### config.mk
export PLATFORM = sky130hd
export DESIGN_NAME = mux_scan_ctrl
export DESIGN_NICKNAME = d
export VERILOG_FILES = /design/src/rtl/mux_scan_pkg.sv /design/src/rtl/scan_dwell_cnt.sv /design/src/rtl/mux_scan_ctrl.sv
export SDC_FILE = /design/constraint.sdc
export NUM_CORES = 1
export LEC_CHECK = 0
export CAP_MARGIN = 20
export CORE_MARGIN = 8
export CORE_UTILIZATION = 45
export CTS_BUF_LIST = sky130_fd_sc_hd__clkbuf_8 sky130_fd_sc_hd__clkbuf_16
export CTS_CLUSTER_SIZE = 25
export DETAILED_ROUTE_END_ITERATION = 6
export GPL_TIMING_DRIVEN = 0
export HOLD_SLACK_MARGIN = 0.03
export PLACE_DENSITY = 0.73
export SKIP_CTS_REPAIR_TIMING = 1
export SYNTH_ARGS = -nofsm -noshare
export SYNTH_HDL_FRONTEND = slang
export SYNTH_SLANG_ARGS = --single-unit
### constraint.sdc
create_clock -name clk -period 2.1 [get_ports clk]
set_input_delay 0.42 -clock clk [delete_from_list [all_inputs] [get_ports clk]]
set_output_delay 0.42 -clock clk [all_outputs]
set_load 0.005 [all_outputs]
### src/rtl/mux_scan_pkg.sv
// Shared definitions for the multiplexer scan controller: FSM states,
// channel/select geometry and the dwell counter width.
package mux_scan_pkg;

   localparam int CH_N          = 4;
   localparam int SEL_W         = 2;
   localparam int DWELL_DEFAULT = 4;
   localparam int CNT_W         = 8;

   typedef enum logic [1:0] {
      IDLE   = 2'd0,
      SETTLE = 2'd1,
      DONE   = 2'd2
   } scan_state_e;

   // Value loaded into the dwell counter at the start of each channel window.
   function automatic logic [CNT_W-1:0] dwell_reload(input int dwell);
      return CNT_W'(dwell - 1);
   endfunction

endpackage

### src/rtl/scan_dwell_cnt.sv
// Loadable down-counter that measures how long each select value is held.
// Saturates at zero; the controller always reloads before it would wrap.
module scan_dwell_cnt
   import mux_scan_pkg::*;
(
   input  logic             clk,
   input  logic             rst,
   input  logic             load_i,
   input  logic [CNT_W-1:0] load_val_i,
   input  logic             dec_i,
   output logic             zero_o
);

   logic [CNT_W-1:0] cnt_q;
   logic [CNT_W-1:0] cnt_d;

   always_comb begin
      cnt_d = cnt_q;
      if (load_i) begin
         cnt_d = load_val_i;
      end else if (dec_i && (cnt_q != '0)) begin
         cnt_d = cnt_q - 1'b1;
      end
   end

   always_ff @(posedge clk) begin
      if (rst) begin
         cnt_q <= '0;
      end else begin
         cnt_q <= cnt_d;
      end
   end

   assign zero_o = (cnt_q == '0);

endmodule

### src/rtl/mux_scan_ctrl.sv
// Steps a 4->1 multiplexer select through all channels, dwelling on each,
// and publishes the captured 4-bit snapshot with a done/changed pulse.
module mux_scan_ctrl
   import mux_scan_pkg::*;
#(
   parameter int DWELL = DWELL_DEFAULT
)
(
   input  logic             clk,
   input  logic             rst,
   input  logic             start,
   input  logic             cont,
   input  logic             abort,
   input  logic             z_in,
   output logic [SEL_W-1:0] sel,
   output logic             busy,
   output logic             done,
   output logic [CH_N-1:0]  sample,
   output logic             changed
);

   localparam logic [SEL_W-1:0] LAST_SEL = SEL_W'(CH_N - 1);
   localparam logic [CNT_W-1:0] RELOAD   = dwell_reload(DWELL);

   scan_state_e      state_q,   state_d;
   logic [SEL_W-1:0] sel_q,     sel_d;
   logic             busy_q,    busy_d;
   logic             done_q,    done_d;
   logic             changed_q, changed_d;
   logic [CH_N-1:0]  sample_q,  sample_d;
   logic [CH_N-2:0]  shadow_q,  shadow_d;
   logic [CH_N-1:0]  new_sample;

   logic cnt_load;
   logic cnt_dec;
   logic cnt_zero;

   scan_dwell_cnt u_dwell_cnt (
      .clk        (clk),
      .rst        (rst),
      .load_i     (cnt_load),
      .load_val_i (RELOAD),
      .dec_i      (cnt_dec),
      .zero_o     (cnt_zero)
   );

   always_comb begin
      state_d    = state_q;
      sel_d      = sel_q;
      done_d     = 1'b0;
      changed_d  = 1'b0;
      sample_d   = sample_q;
      shadow_d   = shadow_q;
      cnt_load   = 1'b0;
      cnt_dec    = 1'b0;
      new_sample = {z_in, shadow_q};

      case (state_q)
         IDLE: begin
            if (start && !abort) begin
               state_d  = SETTLE;
               sel_d    = '0;
               cnt_load = 1'b1;
            end
         end

         SETTLE: begin
            if (abort) begin
               state_d  = IDLE;
               sel_d    = '0;
               shadow_d = '0;
            end else if (!cnt_zero) begin
               cnt_dec = 1'b1;
            end else if (sel_q != LAST_SEL) begin
               shadow_d[sel_q] = z_in;
               sel_d           = sel_q + 1'b1;
               cnt_load        = 1'b1;
            end else begin
               // Last channel: z_in completes the snapshot directly.
               state_d   = DONE;
               sample_d  = new_sample;
               changed_d = (new_sample != sample_q);
               done_d    = 1'b1;
               sel_d     = '0;
               shadow_d  = '0;
            end
         end

         DONE: begin
            sel_d = '0;
            if (abort) begin
               state_d = IDLE;
            end else if (cont) begin
               state_d  = SETTLE;
               cnt_load = 1'b1;
            end else begin
               state_d = IDLE;
            end
         end

         default: begin
            state_d  = IDLE;
            sel_d    = '0;
            shadow_d = '0;
         end
      endcase

      busy_d = (state_d != IDLE);
   end

   always_ff @(posedge clk) begin
      if (rst) begin
         state_q   <= IDLE;
         sel_q     <= '0;
         busy_q    <= 1'b0;
         done_q    <= 1'b0;
         changed_q <= 1'b0;
         sample_q  <= '0;
         shadow_q  <= '0;
      end else begin
         state_q   <= state_d;
         sel_q     <= sel_d;
         busy_q    <= busy_d;
         done_q    <= done_d;
         changed_q <= changed_d;
         sample_q  <= sample_d;
         shadow_q  <= shadow_d;
      end
   end

   assign sel     = sel_q;
   assign busy    = busy_q;
   assign done    = done_q;
   assign changed = changed_q;
   assign sample  = sample_q;

endmodule
==> reports/metrics.csv <==
metric,value,unit
gp_congestion,0.8233,
clkSinkCount,22,
cts-htree-levels,1,
placed_cells,169,
remaining_drc_errors,0,
post-route-period-util,94.77,%
core,2455,µm²
finalPower,819.0,µW
synthesis.nets,138,
nets,156,
async_flop_share,0,%
p_per_area,599.9,nW/µm²
setup_slack,0.1097,ns
grt_max_degree,12,
ios,15,
worstSetupPathType,flip-flop to flip-flop,
cp_cell_sequence,inv_1 -> ha_1 -> or3b_1 -> clkbuf_1 -> o21ai_2 -> mux2_2 -> a21oi_1,
power_leakage,0.5579,nW
outcome,completed,
critical_path.max_fanout,6,
via_count,994,
hp-start,u_dwell_cnt.cnt_q[2],
seqPwrFrac,53.0,%
ys_warn_count,0,
die_y,66.47,µm
drive_above_1_share,9.155,%
design_area,1365,µm²
power_switching,211.8,µW
r2r_end,u_dwell_cnt.cnt_q[1],
seq_area_frac_synth,38.43,%
synth_cells,126,
clkPwrFrac,31.3,%
fin_crit,1.990,ns
dp_slack,-0.2170,ns
setup_violations,0,
die_w,66.47,µm
setup.worst_path.start_class,flip-flop,
ant_nets,0,
required,2.29,ns
antenna_found_initial,0,
via_per_inst,5.779,
critical_path.max_stage_delay,0.38,ns
track_usage,11.98,%
r2r_setup_slack,0.11,ns
dieArea,4418,µm²
relSlewSlack,57.89,%
switching_share,25.86,%
ys_ff_latch,22,
diodes,0,
hpwl,1903,µm
grt_pass1_vias,989,
peakVddDrop,0.3723,mV
overflow,0,
instances_no_fill,172,
drtPass1Iterations,4,
drt_iter0_markers,35,
hold_viol_final,0,
synth_edf_count,0,
clk_latency,0.26,ns
cts_buffers,3,
finalCoreUtilization,55.61,%
pwr-share-comb,15.7,%
timing.rr.start,u_dwell_cnt.cnt_q[0],
slowest_stage,mux2_2,
p_int,607.2,µW
cts_tree,built,
root_buffer,clkbuf_8,
regArea,440.4,µm²
grt_setup_unrepaired,no,
initial_core_util,46.69,%
mostFrequentLayoutCells,"dfxtp_1, nor2_1, clkdlybuf4s50_1",
cp-end-kind,flip-flop,
clkSlewWorstSetupHoldPaths,0.07,ns
routed_wirelength,2541,µm
io_buffers,13,
worstHoldPathCells,2,
min_path_type,flip-flop to flip-flop,
multi_input_area,654.4,µm²
clock_skew,0.002488,ns
worstPathArrival,2.18,ns
wl_per_cell,14.77,µm
yosysUniqueCellTypes,40,
tightest_slew,0.6259,ns
synth_top_flop_cell,dfxtp_1,
hold_slack,0.5345,ns
synth_area_per_cell,9.096,µm²
grt_first_pass_wirelength,4167,µm
clk_path_buf_depth,2,
syn_area,1146,µm²
reg2reg_depth,7,
final_common_cell,dfxtp_1,
num_rows,18,
fin_setup_tns,0,ns
fillers,224,
drv_cap,0,
area_delta_synth_final,19.10,%
timing.fmax,502.4,MHz
drv_slew,0,
worstHoldEndpoint,u_dwell_cnt.cnt_q[2],
place_area,1314,µm²
[sequential cells by signal (all words and copies together), names as in the netlist]
| register | count |
|---|---|
| sel | 2 |
| sample | 4 |
| shadow_q | 3 |
| changed | 1 |
| u_dwell_cnt.cnt_q | 8 |
| state_q | 2 |
| done | 1 |
| busy | 1 |
[synth_stat cells (2+ instances only)]
library cell | instances | area, µm²
mux2i_1 | 6 | 60.06
a21o_1 | 2 | 15.01
xor2_1 | 7 | 61.31
ha_1 | 6 | 75.07
nand4_1 | 4 | 25.02
nor3_1 | 6 | 30.03
a21oi_1 | 6 | 30.03
nor3b_1 | 2 | 15.01
nor2_1 | 15 | 56.30
or3_1 | 3 | 18.77
clkbuf_1 | 4 | 15.01
a311oi_1 | 2 | 17.52
o21ai_0 | 2 | 10.01
inv_1 | 8 | 30.03
o211ai_1 | 2 | 15.01
dfxtp_1 | 22 | 440.4
nand3_1 | 2 | 10.01
nand2_1 | 3 | 11.26
or3b_1 | 2 | 17.52
or4_4 | 2 | 22.52
[cell families after synthesis]
group | count (synthesis) | share of synthesized area, %
mux | 7 | 6.223
simple gates | 45 | 22.16
xor+xnor | 7 | 5.349
flops | 22 | 38.43
fa+ha+maj | 6 | 6.550
compound gates | 25 | 15.94
buf+inv | 14 | 5.349
[worst max-delay path by stage]
stage | endpoint | cells past startpoint | start
final | u_dwell_cnt.cnt_q[1] | 7 | u_dwell_cnt.cnt_q[0]
after global routing | u_dwell_cnt.cnt_q[1] | 7 | u_dwell_cnt.cnt_q[0]
after CTS | sample[3] | 5 | abort
after detailed placement | sample[3] | 5 | abort
after global placement | sample[0] | 5 | abort
after floorplan | u_dwell_cnt.cnt_q[1] | 7 | u_dwell_cnt.cnt_q[0]
[per-layer routing]
metal	routed length [µm]	vias up	global-route usage [%]
met2	1206	33	20.51
met1	1105	465	12.99
li1	-	489	-
met5	0	-	0
met4	47	0	6.133
met3	181	7	3.691
[power by group through the flow]
stage / Combinational (mW) / Clock (mW) / Sequential, mW
4_1_cts: 0.124 / 0.266 / 0.433
6_report: 0.128 / 0.257 / 0.434
5_1_grt: 0.141 / 0.286 / 0.435
2_1_floorplan: 0.0869 / 0 / 0.442
3_3_place_gp: 0.119 / 0 / 0.443
3_5_place_dp: 0.123 / 0 / 0.443
[final cells by class]
class	count	share of cell area, %
Clock buffer	3	3.025
Inverter	8	2.200
Tap cell	30	2.750
Buffer	6	2.291
Multi-Input combinational cell	90	47.94
Sequential cell	22	32.26
Timing Repair Buffer	13	9.533
[critical path: cells and delay by family, from the launching register on]
kind,cells,cell delay [ns]
compound gates,2,0.42
mux,1,0.38
flops,1,0.34
simple gates,1,0.34
buf+inv,2,0.26
fa+ha+maj,1,0.17
(Power assumes the default switching activity.)
